$ cat src/rtl/vram_scan_arbiter_if.sv
// ============================================================================
// Module   : vram_scan_arbiter_if
// Brief    : Framebuffer RAM port bundle between the scan arbiter and the RAM.
// Revision : 1.0
// ============================================================================
`default_nettype none

interface vram_scan_arbiter_if;
    logic [14:0] mem_addr;
    logic        mem_re;
    logic        mem_we;
    logic [15:0] mem_wdata;
    logic [15:0] mem_wmask;
    logic [15:0] mem_rdata;

    modport master (
        output mem_addr, mem_re, mem_we, mem_wdata, mem_wmask,
        input  mem_rdata
    );

    modport slave (
        input  mem_addr, mem_re, mem_we, mem_wdata, mem_wmask,
        output mem_rdata
    );
endinterface

`default_nettype wire

$ cat src/rtl/vram_scan_arbiter.sv
// ============================================================================
// Module   : vram_scan_arbiter
// Brief    : Shares the 1bpp framebuffer RAM between VGA scanout (priority) and
//            plotter pixel writes; emits the aligned pixel bit and syncs.
// Revision : 1.0
// ============================================================================
`default_nettype none

module vram_scan_arbiter (
    input  logic                        clk,
    input  logic                        rst,
    input  logic [9:0]                  x_i,
    input  logic [9:0]                  y_i,
    input  logic                        blank_i,
    input  logic                        hsync_i,
    input  logic                        vsync_i,
    input  logic                        plot_req_i,
    input  logic [9:0]                  plot_x_i,
    input  logic [9:0]                  plot_y_i,
    input  logic                        plot_value_i,
    output logic                        plot_ack_o,
    output logic                        pixel_o,
    output logic                        hsync_o,
    output logic                        vsync_o,
    vram_scan_arbiter_if.master         mem
);

    localparam logic [9:0] c_H_ACTIVE   = 10'd640;
    localparam logic [9:0] c_V_ACTIVE   = 10'd480;
    localparam logic [9:0] c_LAST_LOAD  = 10'd624;
    localparam logic [9:0] c_V_ARM_ROW  = 10'd524;
    localparam logic [9:0] c_V_LAST_PF  = 10'd479;

    logic [9:0]  last_x_q;
    logic [15:0] cur_q,        cur_d;
    logic [15:0] nxt_q,        nxt_d;
    logic [14:0] fetch_addr_q, fetch_addr_d;
    logic        scan_pend_q,  scan_pend_d;
    logic        armed_q,      armed_d;
    logic        rd_pend_q;
    logic        pixel_q,      pixel_d;
    logic        hsync_q;
    logic        vsync_q;

    logic        w_pix_start;
    logic        w_line_pf;
    logic        w_word_load;
    logic [9:0]  w_y_next;
    logic [14:0] w_next_row_base;
    logic [14:0] w_plot_row_base;
    logic [14:0] w_plot_addr;
    logic        w_plot_in_range;

    assign w_pix_start = (x_i != last_x_q);
    assign w_line_pf   = w_pix_start && (x_i == c_H_ACTIVE);
    assign w_word_load = w_pix_start && !blank_i && (x_i[3:0] == 4'd0);

    // row*40 as (row<<5)+(row<<3)
    assign w_y_next        = y_i + 10'd1;
    assign w_next_row_base = {w_y_next, 5'b0} + {2'b0, w_y_next, 3'b0};
    assign w_plot_row_base = {plot_y_i, 5'b0} + {2'b0, plot_y_i, 3'b0};
    assign w_plot_addr     = w_plot_row_base + {9'd0, plot_x_i[9:4]};
    assign w_plot_in_range = (plot_x_i < c_H_ACTIVE) && (plot_y_i < c_V_ACTIVE);

    // Scan reads win outright; plot grant is masked during reset so the
    // combinational outputs sit at their idle values without a clock edge.
    always_comb begin
        mem.mem_re    = 1'b0;
        mem.mem_we    = 1'b0;
        mem.mem_addr  = 15'd0;
        mem.mem_wdata = {16{plot_value_i}};
        mem.mem_wmask = 16'd1 << plot_x_i[3:0];
        plot_ack_o    = 1'b0;
        if (scan_pend_q) begin
            mem.mem_re   = 1'b1;
            mem.mem_addr = fetch_addr_q;
        end else if (plot_req_i && !rst) begin
            plot_ack_o = 1'b1;
            if (w_plot_in_range) begin
                mem.mem_we   = 1'b1;
                mem.mem_addr = w_plot_addr;
            end
        end
    end

    always_comb begin
        cur_d        = cur_q;
        nxt_d        = rd_pend_q ? mem.mem_rdata : nxt_q;
        fetch_addr_d = fetch_addr_q;
        scan_pend_d  = scan_pend_q;
        armed_d      = armed_q;

        if (scan_pend_q) begin
            scan_pend_d  = 1'b0;
            fetch_addr_d = fetch_addr_q + 15'd1;
        end

        if (w_line_pf) begin
            if (y_i == c_V_ARM_ROW) begin
                fetch_addr_d = 15'd0;
                scan_pend_d  = 1'b1;
                armed_d      = 1'b1;
            end else if (y_i < c_V_LAST_PF) begin
                fetch_addr_d = w_next_row_base;
                scan_pend_d  = 1'b1;
            end
        end

        if (w_word_load) begin
            cur_d = nxt_q;
            if (x_i < c_LAST_LOAD) begin
                scan_pend_d = 1'b1;
            end
        end

        // On the load cycle cur still holds the previous word, so bit 0 comes from nxt.
        if (blank_i || !armed_q) begin
            pixel_d = 1'b0;
        end else if (w_word_load) begin
            pixel_d = nxt_q[0];
        end else begin
            pixel_d = cur_q[x_i[3:0]];
        end
    end

    always_ff @(posedge clk or posedge rst) begin
        if (rst) begin
            last_x_q     <= 10'd0;
            cur_q        <= 16'd0;
            nxt_q        <= 16'd0;
            fetch_addr_q <= 15'd0;
            scan_pend_q  <= 1'b0;
            armed_q      <= 1'b0;
            rd_pend_q    <= 1'b0;
            pixel_q      <= 1'b0;
            hsync_q      <= 1'b1;
            vsync_q      <= 1'b1;
        end else begin
            last_x_q     <= x_i;
            cur_q        <= cur_d;
            nxt_q        <= nxt_d;
            fetch_addr_q <= fetch_addr_d;
            scan_pend_q  <= scan_pend_d;
            armed_q      <= armed_d;
            rd_pend_q    <= scan_pend_q;
            pixel_q      <= pixel_d;
            hsync_q      <= hsync_i;
            vsync_q      <= vsync_i;
        end
    end

    assign pixel_o = pixel_q;
    assign hsync_o = hsync_q;
    assign vsync_o = vsync_q;

endmodule

`default_nettype wire
$ cat src/flat_wrapper.sv
// flat-port wrapper written by rule: the top's interface ports become plain ports
module vram_scan_arbiter_flat 
  (clk, rst, x_i, y_i, blank_i, hsync_i, vsync_i, plot_req_i, plot_x_i, plot_y_i, plot_value_i, plot_ack_o, pixel_o, hsync_o, vsync_o, mem_mem_addr, mem_mem_re, mem_mem_we, mem_mem_wdata, mem_mem_wmask, mem_mem_rdata);
  vram_scan_arbiter_if mem_i ();
  input  logic clk;
  input  logic rst;
  input  logic [9:0] x_i;
  input  logic [9:0] y_i;
  input  logic blank_i;
  input  logic hsync_i;
  input  logic vsync_i;
  input  logic plot_req_i;
  input  logic [9:0] plot_x_i;
  input  logic [9:0] plot_y_i;
  input  logic plot_value_i;
  output logic plot_ack_o;
  output logic pixel_o;
  output logic hsync_o;
  output logic vsync_o;
  output wire logic [$bits(mem_i.mem_addr)-1:0] mem_mem_addr;
  output wire logic [$bits(mem_i.mem_re)-1:0] mem_mem_re;
  output wire logic [$bits(mem_i.mem_we)-1:0] mem_mem_we;
  output wire logic [$bits(mem_i.mem_wdata)-1:0] mem_mem_wdata;
  output wire logic [$bits(mem_i.mem_wmask)-1:0] mem_mem_wmask;
  input wire logic [$bits(mem_i.mem_rdata)-1:0] mem_mem_rdata;
  assign mem_mem_addr = mem_i.mem_addr;
  assign mem_mem_re = mem_i.mem_re;
  assign mem_mem_we = mem_i.mem_we;
  assign mem_mem_wdata = mem_i.mem_wdata;
  assign mem_mem_wmask = mem_i.mem_wmask;
  assign mem_i.mem_rdata = mem_mem_rdata;
  vram_scan_arbiter u_core (.clk(clk), .rst(rst), .x_i(x_i), .y_i(y_i), .blank_i(blank_i), .hsync_i(hsync_i), .vsync_i(vsync_i), .plot_req_i(plot_req_i), .plot_x_i(plot_x_i), .plot_y_i(plot_y_i), .plot_value_i(plot_value_i), .plot_ack_o(plot_ack_o), .pixel_o(pixel_o), .hsync_o(hsync_o), .vsync_o(vsync_o), .mem(mem_i));
endmodule
$ cat config.mk
export PLATFORM = sky130hd
export DESIGN_NAME = vram_scan_arbiter_flat
export DESIGN_NICKNAME = d
export VERILOG_FILES = /design/src/rtl/vram_scan_arbiter_if.sv /design/src/rtl/vram_scan_arbiter.sv /design/src/flat_wrapper.sv
export SDC_FILE = /design/constraint.sdc
export NUM_CORES = 1
export LEC_CHECK = 0
export ABC_AREA = 1
export BUFFER_PORTS_ARGS = -buffer_cell sky130_fd_sc_hd__buf_2
export CORE_AREA = 2 2 103 105
export CTS_BUF_LIST = sky130_fd_sc_hd__clkbuf_16
export DETAILED_ROUTE_END_ITERATION = 7
export DIE_AREA = 0 0 105 107
export HOLD_SLACK_MARGIN = 0.08
export PLACE_DENSITY = 0.73
export REMOVE_ABC_BUFFERS = 1
export SLEW_MARGIN = 0
export SYNTH_ARGS = -nofsm -noshare
export SYNTH_HDL_FRONTEND = slang
export SYNTH_SLANG_ARGS = --single-unit
$ cat constraint.sdc
create_clock -name clk -period 3 [get_ports clk]
set_clock_uncertainty 0.2 [all_clocks]
set_input_delay 0.3 -clock clk [delete_from_list [all_inputs] [get_ports clk]]
set_output_delay 0.3 -clock clk [all_outputs]
set_load 0.01 [all_outputs]
==> impl_results.md, run 1 <==
* Final WL at 11,500 µm
* Average size of a mapped cell at 7.16 µm²
* Clk_lat worst skew at 320 ps
* H-tree Lvls at 3
* Register area share after synthesis at 33.9%
* Arr. time, crit path at 2330 ps
* Routed length per instance at 12.7 µm
* Synthesized flop and latch total at 63
* Top Family by Delay on Critical Path: adder cells
* DP Area at 0.00516 mm²
* Status: complete, no violations
* Die ar. at 0.0112 mm²
* Diodes inserted at 0
* Max-slew headroom at approximately 44%
* DRC at 0
* First-pass GRT wire length at 19,500 µm
* Largest net degree at the start of global routing at 64
* Worst R2R Path Depth at 8
* Final number of hold-violating endpoints at 0
* RSZ-0062 raised after global routing: false
* Worst Path Buf+Inv at 3
* Final cell count without fillers at 902
* Worst Setup Path Type: input pin to output port
* Slew @ Worst Pin at around 840 ps
* Max Fclk at 354 MHz
* Via count at 4,599
* DRT iter0 DRCs at 277
* Crit path max fanout at 3
* Fin crit period at 2830 ps
* CP cell instances: buf_2 -> ha_1 -> ha_1 -> inv_1 -> fa_2 -> o211ai_1 -> nand2_1 -> nand2_1 -> a21oi_1 -> o21ai_1 -> a21oi_1 -> o21bai_1 -> buf_2
* Setup crit start kind: input pin
* Peak supply drop at 0.379 mV
* Initial antenna violation count at 0
* Endpoints failing setup at 0
* Max-slew violations at 0
* Max_cap viols at 0
* Netlist Area Pre-Place at 0.00465 mm²
* Cells after Synth at 650
* Worst path max stage delay at 410 ps
* I/O pin count at 116
* Worst hold slack at 78.9 ps
* Hold Path Class: input pin to asynchronous set/reset pin
* Core Footprint at about 0.010 mm²
* Router iterations before antenna repair at 5
* DR vias/cell at 5.10
* CTS Sinks at 63
* Layout Nets at approximately 860
* Initial core utilization at a little under half
* DP HPWL at 8680 µm
* DP Cell Count at roughly 860
* Total routing usage reported by global routing at 21.0%
* Crit. End Element: output port
* YS warnings at 0
* P per Cell Area at 505 mW/mm²
* GP Congestion at 0.911
* Area Growth Syn to Fin at 23.7%
* Critical-path top delay cell: fa_2
* Lkg Pwr at 3.11 nW
* Final global-route overflow total at 0
* Worst-path clk slew at 50 ps
* Vias in the first global route at approximately 4,400
* CTS Buffer Depth at 2
* Die Y-Extent at 107 µm
* Distinct cells, synth at 40
* Clock Tree Root: clkbuf_16
* I/O Buffers at 98
* Required @ worst endpoint at 2500 ps
* TritonCTS Buffers at 9
* WP depth at 13
* CTS tree: done
* Final period utilization at ~94%
* Antenna-violating nets left at 0
* Fraction of final layout cells with drive strength greater than 1 at about a fifth
* Die W at 105 µm
* Row count at 37
* Layout Cell Area excl Fill at 0.00576 mm²
## worst register-to-register path: stages, from the launching register on
cell	delay (ps)
dfrtp_1	370
or2_2	290
nand3_1	110
nor2_1	70
nand2_2	140
nand3_2	430
inv_1	240
nand2_1	90
a21oi_1	130
## cells by family after synthesis
group | after synthesis | share of synthesized area [%]
buffers and inverters | 126 | 11.7
AND/OR/NAND/NOR | 301 | 28.8
AO/OA/AOI/OAI | 106 | 12.2
XOR/XNOR | 20 | 3.77
multiplexers | 1 | 0.242
adder cells (fa/ha/maj) | 33 | 9.36
flip-flops | 63 | 33.9
## synthesized netlist by cell type (all sizes together)
cell | count | share of area, %
nand4 | 17 | 2.4
and2 | 1 | 0.13
nand3 | 42 | 4.6
o21a | 3 | 0.48
clkbuf | 7 | 0.56
ha | 30 | 8.1
o211ai | 2 | 0.32
fa | 3 | 1.3
o21bai | 1 | 0.16
o22ai | 6 | 0.81
dfrtp | 61 | 33
nor2 | 65 | 5.5
dfstp | 2 | 1.1
o2111ai | 1 | 0.19
nand2 | 153 | 12
inv | 95 | 7.7
nor3b | 1 | 0.27
nor3 | 9 | 1.1
xnor2 | 5 | 0.94
o21ai | 64 | 6.9
buf | 24 | 3.4
mux2 | 1 | 0.24
or2 | 5 | 0.67
nor4 | 6 | 1.4
nand3b | 2 | 0.32
a21o | 2 | 0.32
a21oi | 24 | 2.6
a211oi | 1 | 0.16
xor2 | 15 | 2.8
a21boi | 2 | 0.32
## layout make-up
| type | count | area (µm²) |
|---|---|---|
| well taps | 136 | 170 |
| clock buffers | 9 | 225 |
| multi-input cells | 461 | 2550 |
| clock inverters | 7 | 65.1 |
| fillers | 947 | 4340 |
| repair buffers | 131 | 811 |
| flip-flops and latches | 63 | 1580 |
| inverters | 95 | 357 |
## timing repair
action	in CTS	in global routing
setup buffers	0	0
gates resized for setup	0	7
setup endpoints to repair	0	3
endpoints found under the hold margin	29	0
hold buffers	29	0
## layer usage
metal  wire length, µm  track usage (%)  share of wire [%]
met2              5500             36.0                 48
met4                93             4.29               0.81
met3               713             4.13                6.2
met1              5140             27.5                 45
met5                 0                0                  0
## sequential cells by signal, indices dropped and copies added, names as in the netlist
signal	flops
u_core.vsync_o	1
u_core.nxt_q	16
u_core.cur_q	16
u_core.hsync_o	1
u_core.armed_q	1
u_core.scan_pend_q	1
u_core.fetch_addr_q	15
u_core.last_x_q	10
u_core.rd_pend_q	1
u_core.pixel_o	1
## power breakdown
group          leakage (nW)  total [W]  internal (W)  switching, W
Sequential            0.742    0.00115       0.00104      0.000112
Clock                 0.146   0.000991      0.000636      0.000356
Combinational          2.22   0.000767      0.000310      0.000458
Total                  3.11    0.00291       0.00198      0.000925
## stage by stage
stage	power [W]	worst slack, ps	TNS (ps)	util, %
2_1_floorplan	0.00164	-251	-1220	-
3_3_place_gp	0.00185	79.9	0	51.1
3_5_place_dp	0.00188	40.9	0	51.1
4_1_cts	0.00292	40.6	0	56.8
5_1_grt	0.00310	31.4	0	57.0
6_report	0.00291	174	0	57.0
## placed cells by master, fill, tap and decap left out, types with 2 or more instances in the layout
cell type        n
a21boi_1         2
a21o_1           2
a21oi_1         23
buf_2           98
buf_4            4
clkbuf_16        9
clkinv_2         3
dfrtp_1         61
dfstp_2          2
dlygate4sd3_1   29
fa_1             2
ha_1            30
inv_1           94
inv_2            2
nand2_1        149
nand2_2          4
nand3_1         40
nand3_2          2
nand3b_1         2
nand4_1         16
nor2_1          61
nor2_2           4
nor3_1           8
nor4_1           3
nor4_2           2
o211ai_1         2
o21a_1           3
o21ai_0         62
o21ai_1          2
o22ai_1          6
or2_2            5
xnor2_1          5
xor2_1          15
## final timing paths
check / from / to / slack (ps)
max in group asynchronous: rst / u_core.last_x_q[8] / 2030
min: rst / u_core.fetch_addr_q[0] / 80
min reg2reg: u_core.cur_q[10] / u_core.cur_q[10] / 280
max: plot_x_i[8] / mem_mem_addr[10] / 170
max reg2reg: u_core.last_x_q[4] / u_core.pixel_o / 850
min in group clk: y_i[8] / u_core.fetch_addr_q[14] / 280
No activity file was read; power rests on OpenSTA's default activity.
==> inputs of run 2 (changes only) <==
GPL_TIMING_DRIVEN = 0   (was default)
HOLD_SLACK_MARGIN = default   (was 0.08)
PLACE_DENSITY = 0.76   (was 0.73)
==> run 2 against run 1 <==
Net effect:
- fmax fell by 3.5%
- critical path depth fell by 1
- die area did not move
- wire length fell by 3.1%
- core utilization fell by 0.20 points
- via count fell by 1.0%
- final area fell by 0.35%
- clock power rose by 5%
- global-route usage fell by 0.97 points
- critical path type unchanged
- largest power group unchanged
==> impl_results.md, run 2 (synthesized netlist as in run 1, its figures left out) <==
* CTS tree: done
* Required @ worst endpoint at 2500 ps (about the same)
* Pre-CTS WS at -52.1 ps (-93.1 ps)
* Initial antenna violation count at 0 (unchanged)
* GP Congestion at 0.903 (-0.90%)
* Endpoints failing setup at 0 (unchanged)
* Final period utilization at 97.6% (+3.4 points)
* Fin crit period at 2930 ps (+102 ps)
* Worst-path clk slew at 50 ps (about the same)
* DR vias/cell at 5.08 (-0.36%)
* DRC at 0 (unchanged)
* Clock Tree Root: clkbuf_16
* Antenna-violating nets left at 0 (unchanged)
* Initial core utilization at 46.1% (unchanged)
* Fraction of final layout cells with drive strength greater than 1 at 19.6% (+0.68 points)
* Row count at 37 (unchanged)
* CTS Buffer Depth at 2 (unchanged)
* P per Cell Area at 516 mW/mm² (+2.1%)
* Crit. End Element: output port
* Pwr Total at 0.00296 W (+1.8%)
* Largest net degree at the start of global routing at 42 (-34%)
* Max Fclk at 342 MHz (-3.5%)
* Die ar. at 0.0112 mm² (unchanged)
* Leading cell type in the layout, fill and taps excluded: nand2_1
* H-tree Lvls at 3 (unchanged)
* Max-slew violations at 0 (unchanged)
* DP Cell Count at 854 (-0.35%)
* Final number of hold-violating endpoints at 0 (unchanged)
* DP HPWL at 8370 µm (-3.6%)
* CTS Sinks at 63 (unchanged)
* TNS Setup at 0 ps (unchanged)
* Worst Setup Path Type: input pin to output port
* Setup crit start kind: input pin
* Core Footprint at 0.0101 mm² (unchanged)
* Post-route setup slack at 72.4 ps (-102 ps)
* TritonCTS Buffers at 9 (unchanged)
* Slew @ Worst Pin at 1030 ps (+189 ps)
* I/O pin count at 116 (unchanged)
* Clk_lat worst skew at 330 ps (about the same)
* Fillers at 940 (-0.74%)
* Routed length per instance at 12.4 µm (-2.4%)
* Hold Path Class: input pin to flip-flop
* Router iterations before antenna repair at 7 (+2)
* Die Y-Extent at 107 µm (unchanged)
* Final global-route overflow total at 0 (unchanged)
* Max_cap viols at 0 (unchanged)
* Final WL at 11,100 µm (-3.1%)
* Vias in the first global route at 4,219 (-3.8%)
* Peak supply drop at 0.454 mV (+20%)
* First-pass GRT wire length at 18,600 µm (-4.8%)
* Crit path max fanout at 2 (-1)
* Status: complete, no violations
* Diodes inserted at 0 (unchanged)
* Via count at 4,552 (-1.0%)
* Arr. time, crit path at 2430 ps (+100 ps)
* Biggest regs: u_core.cur_q (16), u_core.nxt_q (16), u_core.fetch_addr_q (15)
* Lkg Pwr at 3.08 nW (-1.0%)
* Die W at 105 µm (unchanged)
* Area Growth Syn to Fin at 23.3%
* Max-slew headroom at 31.3% (-13 points)
* Layout Nets at 851 (-0.70%)
* Final cell count without fillers at 896 (-0.67%)
* I/O Buffers at 98 (unchanged)
* Final Util at 56.8% (-0.20 points)
* DRT iter0 DRCs at 342 (+23%)
* Total routing usage reported by global routing at 20.0% (-0.97 points)
* Most frequent cells in the layout: nand2_1 (151), buf_2 (98), inv_1 (90), nor2_1 (61)
-- run 2: metrics by stage --
step | hold WS (ps) | area [µm²]
3_5_place_dp | 187 | 5150
5_1_grt | 0.242 | 5740
3_3_place_gp | 205 | 5130
6_report | 0.492 | 5740
2_1_floorplan | 104 | 4470
4_1_cts | 4.08 | 5700
-- run 2: power by group --
part           total [W]  internal [W]  switching, W
sequential       0.00115       0.00104      0.000113
clock            0.00104      0.000643      0.000394
combinational   0.000773      0.000314      0.000459
total            0.00296       0.00199      0.000965
-- run 2: repair_timing --
item	CTS	global route
pin swaps	1	7
gates cloned	0	0
hold endpoints to repair	44	0
resized for setup	2	12
endpoints found under the setup margin	1	4
buffers inserted	1	1
hold buffers	24	0
-- run 2: layout make-up --
class | count | area, µm² | share of cell area, %
sequential | 63 | 1580 | 27.6
inverter | 95 | 360 | 6.28
clock inverter | 7 | 75.1 | 1.31
timing repair buffer | 125 | 766 | 13.4
multi-input combinational | 461 | 2560 | 44.6
tap | 136 | 170 | 2.97
clock buffer | 9 | 225 | 3.93
-- run 2: worst max-delay path, stage by stage --
cell and delay (ps):
buf_2 100, inv_1 80, fa_2 480, fa_2 420, o211ai_1 250, nand2_1 120
nand2_1 100, a21oi_1 80, o21ai_1 120, a21oi_1 50, o21bai_1 180, buf_2 150
-- run 2: worst paths after layout --
| check | startpoint | to | slack, ps | cells past startpoint |
|---|---|---|---|---|
| max | plot_y_i[0] | mem_mem_addr[10] | 70 | 12 |
| min | mem_mem_rdata[1] | u_core.nxt_q[1] | 0.5 | 3 |
| max reg2reg | u_core.last_x_q[4] | u_core.pixel_o | 860 | 8 |
| min reg2reg | u_core.armed_q | u_core.armed_q | 280 | 1 |
| max in group asynchronous | rst | u_core.scan_pend_q | 690 | 4 |
| min in group asynchronous | rst | u_core.nxt_q[1] | 430 | 4 |
-- run 2: per-layer routing --
metal  global-route usage (%)  part of all wire, %
met4                     4.86                  1.3
met3                     3.83                  5.6
met1                     25.7                   46
met5                        0                    0
met2                     34.7                   47
==> inputs of run 3 (changes only) <==
CORE_AREA = 10 10 111 113   (was 2 2 103 105)
DIE_AREA = 0 0 121 123   (was 0 0 105 107)
==> run 3 against run 2 <==
Net effect:
- flip-flop and latch count unchanged
- sequential share of layout area shrank 0.35 points
- sequential power about the same
- clock power decreased by 6%
- via count fell by 0.51%
- non-clock buffer count increased by 5
- combinational power up 0.8%
- core utilization up 0.42 points
- clock-buffer cell count unchanged
- total power down 2.0%
==> impl_results.md, run 3 (synthesized netlist as in run 1, its figures left out) <==
* Status: complete, no violations
* Core Footprint at 0.0101 mm² (+0.46%)
* Setup crit start kind: input pin
* Max_cap viols at 0 (unchanged)
* Max Fclk at 346 MHz (+1.3%)
* Arr. time, crit path at 2390 ps (-40 ps)
* Worst hold slack at 0.443 ps (-0.0492 ps)
* CTS tree: done
* Endpoints failing setup at 0 (unchanged)
* Pre-CTS WS at -15.3 ps (+36.8 ps)
* Slew @ Worst Pin at 850 ps (-177 ps)
* Antenna-violating nets left at 0 (unchanged)
* Fin crit period at 2890 ps (-37.0 ps)
* Largest net degree at the start of global routing at 45 (+7.1%)
* Final number of hold-violating endpoints at 0 (unchanged)
* Area Growth Syn to Fin at 24.8%
* CTS Buffer Depth at 2 (unchanged)
* DP HPWL at 9340 µm (+12%)
* First-pass GRT wire length at 20,900 µm (+13%)
* CTS Sinks at 63 (unchanged)
* Initial antenna violation count at 0 (unchanged)
* Fraction of final layout cells with drive strength greater than 1 at 20.5% (+0.92 points)
* Router iterations before antenna repair at 4 (-3)
* Worst-path clk slew at 60 ps (about the same)
* Leading cell type in the layout, fill and taps excluded: nand2_1
* I/O pin count at 116 (unchanged)
* Post-route setup slack at 109 ps (+37.0 ps)
* DRC at 0 (unchanged)
* Row count at 37 (unchanged)
* Sequential cell area at 0.00158 mm² (about the same)
* Max-slew headroom at 43.3% (+12 points)
* Most frequent cells in the layout: nand2_1 (151), buf_2 (95), inv_1 (87), nor2_1 (61), dfrtp_1 (61)
* Final global-route overflow total at 0 (unchanged)
* Routed length per instance at 13.6 µm (+10%)
* TNS Setup at 0 ps (unchanged)
* Diodes inserted at 0 (unchanged)
* Via count at 4,529 (-0.51%)
* Biggest regs: u_core.cur_q (16), u_core.nxt_q (16), u_core.fetch_addr_q (15)
* R2r setup slk at 800 ps (-60 ps)
* TritonCTS Buffers at 9 (unchanged)
* Die Y-Extent at 123 µm (+15%)
* Clock Tree Root: clkbuf_16
* Final cell count without fillers at 901 (+0.56%)
* Clk_lat worst skew at 330 ps (about the same)
* DR vias/cell at 5.03 (-1.1%)
* Max-slew violations at 0 (unchanged)
* Lkg Pwr at 3.10 nW (+0.71%)
* Hold Path Class: input pin to flip-flop
* Worst Setup Path Type: input pin to output port
* Die W at 121 µm (+15%)
* DP Cell Count at 854 (unchanged)
* H-tree Lvls at 3 (unchanged)
* Final period utilization at 96.4% (-1.2 points)
* Pwr Total at 0.00290 W (-2.0%)
* P per Cell Area at 500 mW/mm² (-3.2%)
* Final WL at 12,300 µm (+11%)
* Die ar. at 0.0149 mm² (+32%)
* Layout Nets at 856 (+0.59%)
* Required @ worst endpoint at 2500 ps (about the same)
* Total routing usage reported by global routing at 16.7% (-3.3 points)
* DRT iter0 DRCs at 272 (-20%)
* Vias in the first global route at 4,636 (+9.9%)
* Crit path max fanout at 3 (+1)
* GP Congestion at 0.860 (-4.7%)
* Initial core utilization at 45.9% (-0.21 points)
* I/O Buffers at 98 (unchanged)
* Peak supply drop at 0.415 mV (-8.5%)
* Fillers at 920 (-2.1%)
* Crit. End Element: output port
* Area of the multi-input gates at 0.00259 mm² (+1.1%)
==> run 3: metal layers <==
metal  vias up  GRT usage [%]  part of all wire, %
li1       2313              -                    -
met1      2107           19.8                   43
met2        99           28.8                   50
met3        10           5.33                  6.4
met4         0           3.70                 0.86
met5         -              0                    0
==> run 3: final timing paths <==
check                                    from                     end  cells past startpoint
min reg2reg                    u_core.armed_q          u_core.armed_q                      1
max                               plot_y_i[0]        mem_mem_addr[14]                     13
max reg2reg                u_core.last_x_q[4]          u_core.pixel_o                      8
max in group asynchronous                 rst  u_core.fetch_addr_q[8]                      4
min                          mem_mem_rdata[5]         u_core.nxt_q[5]                      3
min in group asynchronous                 rst          u_core.vsync_o                      3
==> run 3: stage by stage <==
stage | area (µm²) | util, %
floorplan | 4470 | -
global placement | 5130 | 50.6
detailed placement | 5150 | 50.8
CTS | 5690 | 56.1
global route | 5800 | 57.3
finish | 5800 | 57.3
==> run 3: layout make-up <==
class,count,share of cell area [%]
Multi-Input combinational cell,461,44.6
Sequential cell,63,27.2
Timing Repair Buffer,130,14.2
Inverter,95,6.19
Clock buffer,9,3.88
Tap cell,136,2.93
Clock inverter,7,0.970
==> run 3: report_power, final <==
part | leakage [nW] | internal [W] | switching (W)
logic | 2.22 | 0.000327 | 0.000452
registers | 0.742 | 0.00104 | 0.000109
clock network | 0.136 | 0.000567 | 0.000409
==> run 3: worst max-delay path, cell delays in order <==
cell and delay (ps):
buf_6 100, inv_4 50, fa_2 450, fa_2 370
o211ai_1 290, buf_4 160, nand4_1 70, nand2_1 100
nand2_1 70, nand2_1 90, a21oi_2 60, o22ai_1 120
buf_2 170
==> run 3: what timing repair did <==
action / 4_1_cts / 5_1_grt
hold buffers: 26 / 0
endpoints found under the setup margin: 1 / 5
resized for setup: 2 / 21
hold endpoints to repair: 41 / 0
pin swaps: 1 / 12
setup buffers: 0 / 5
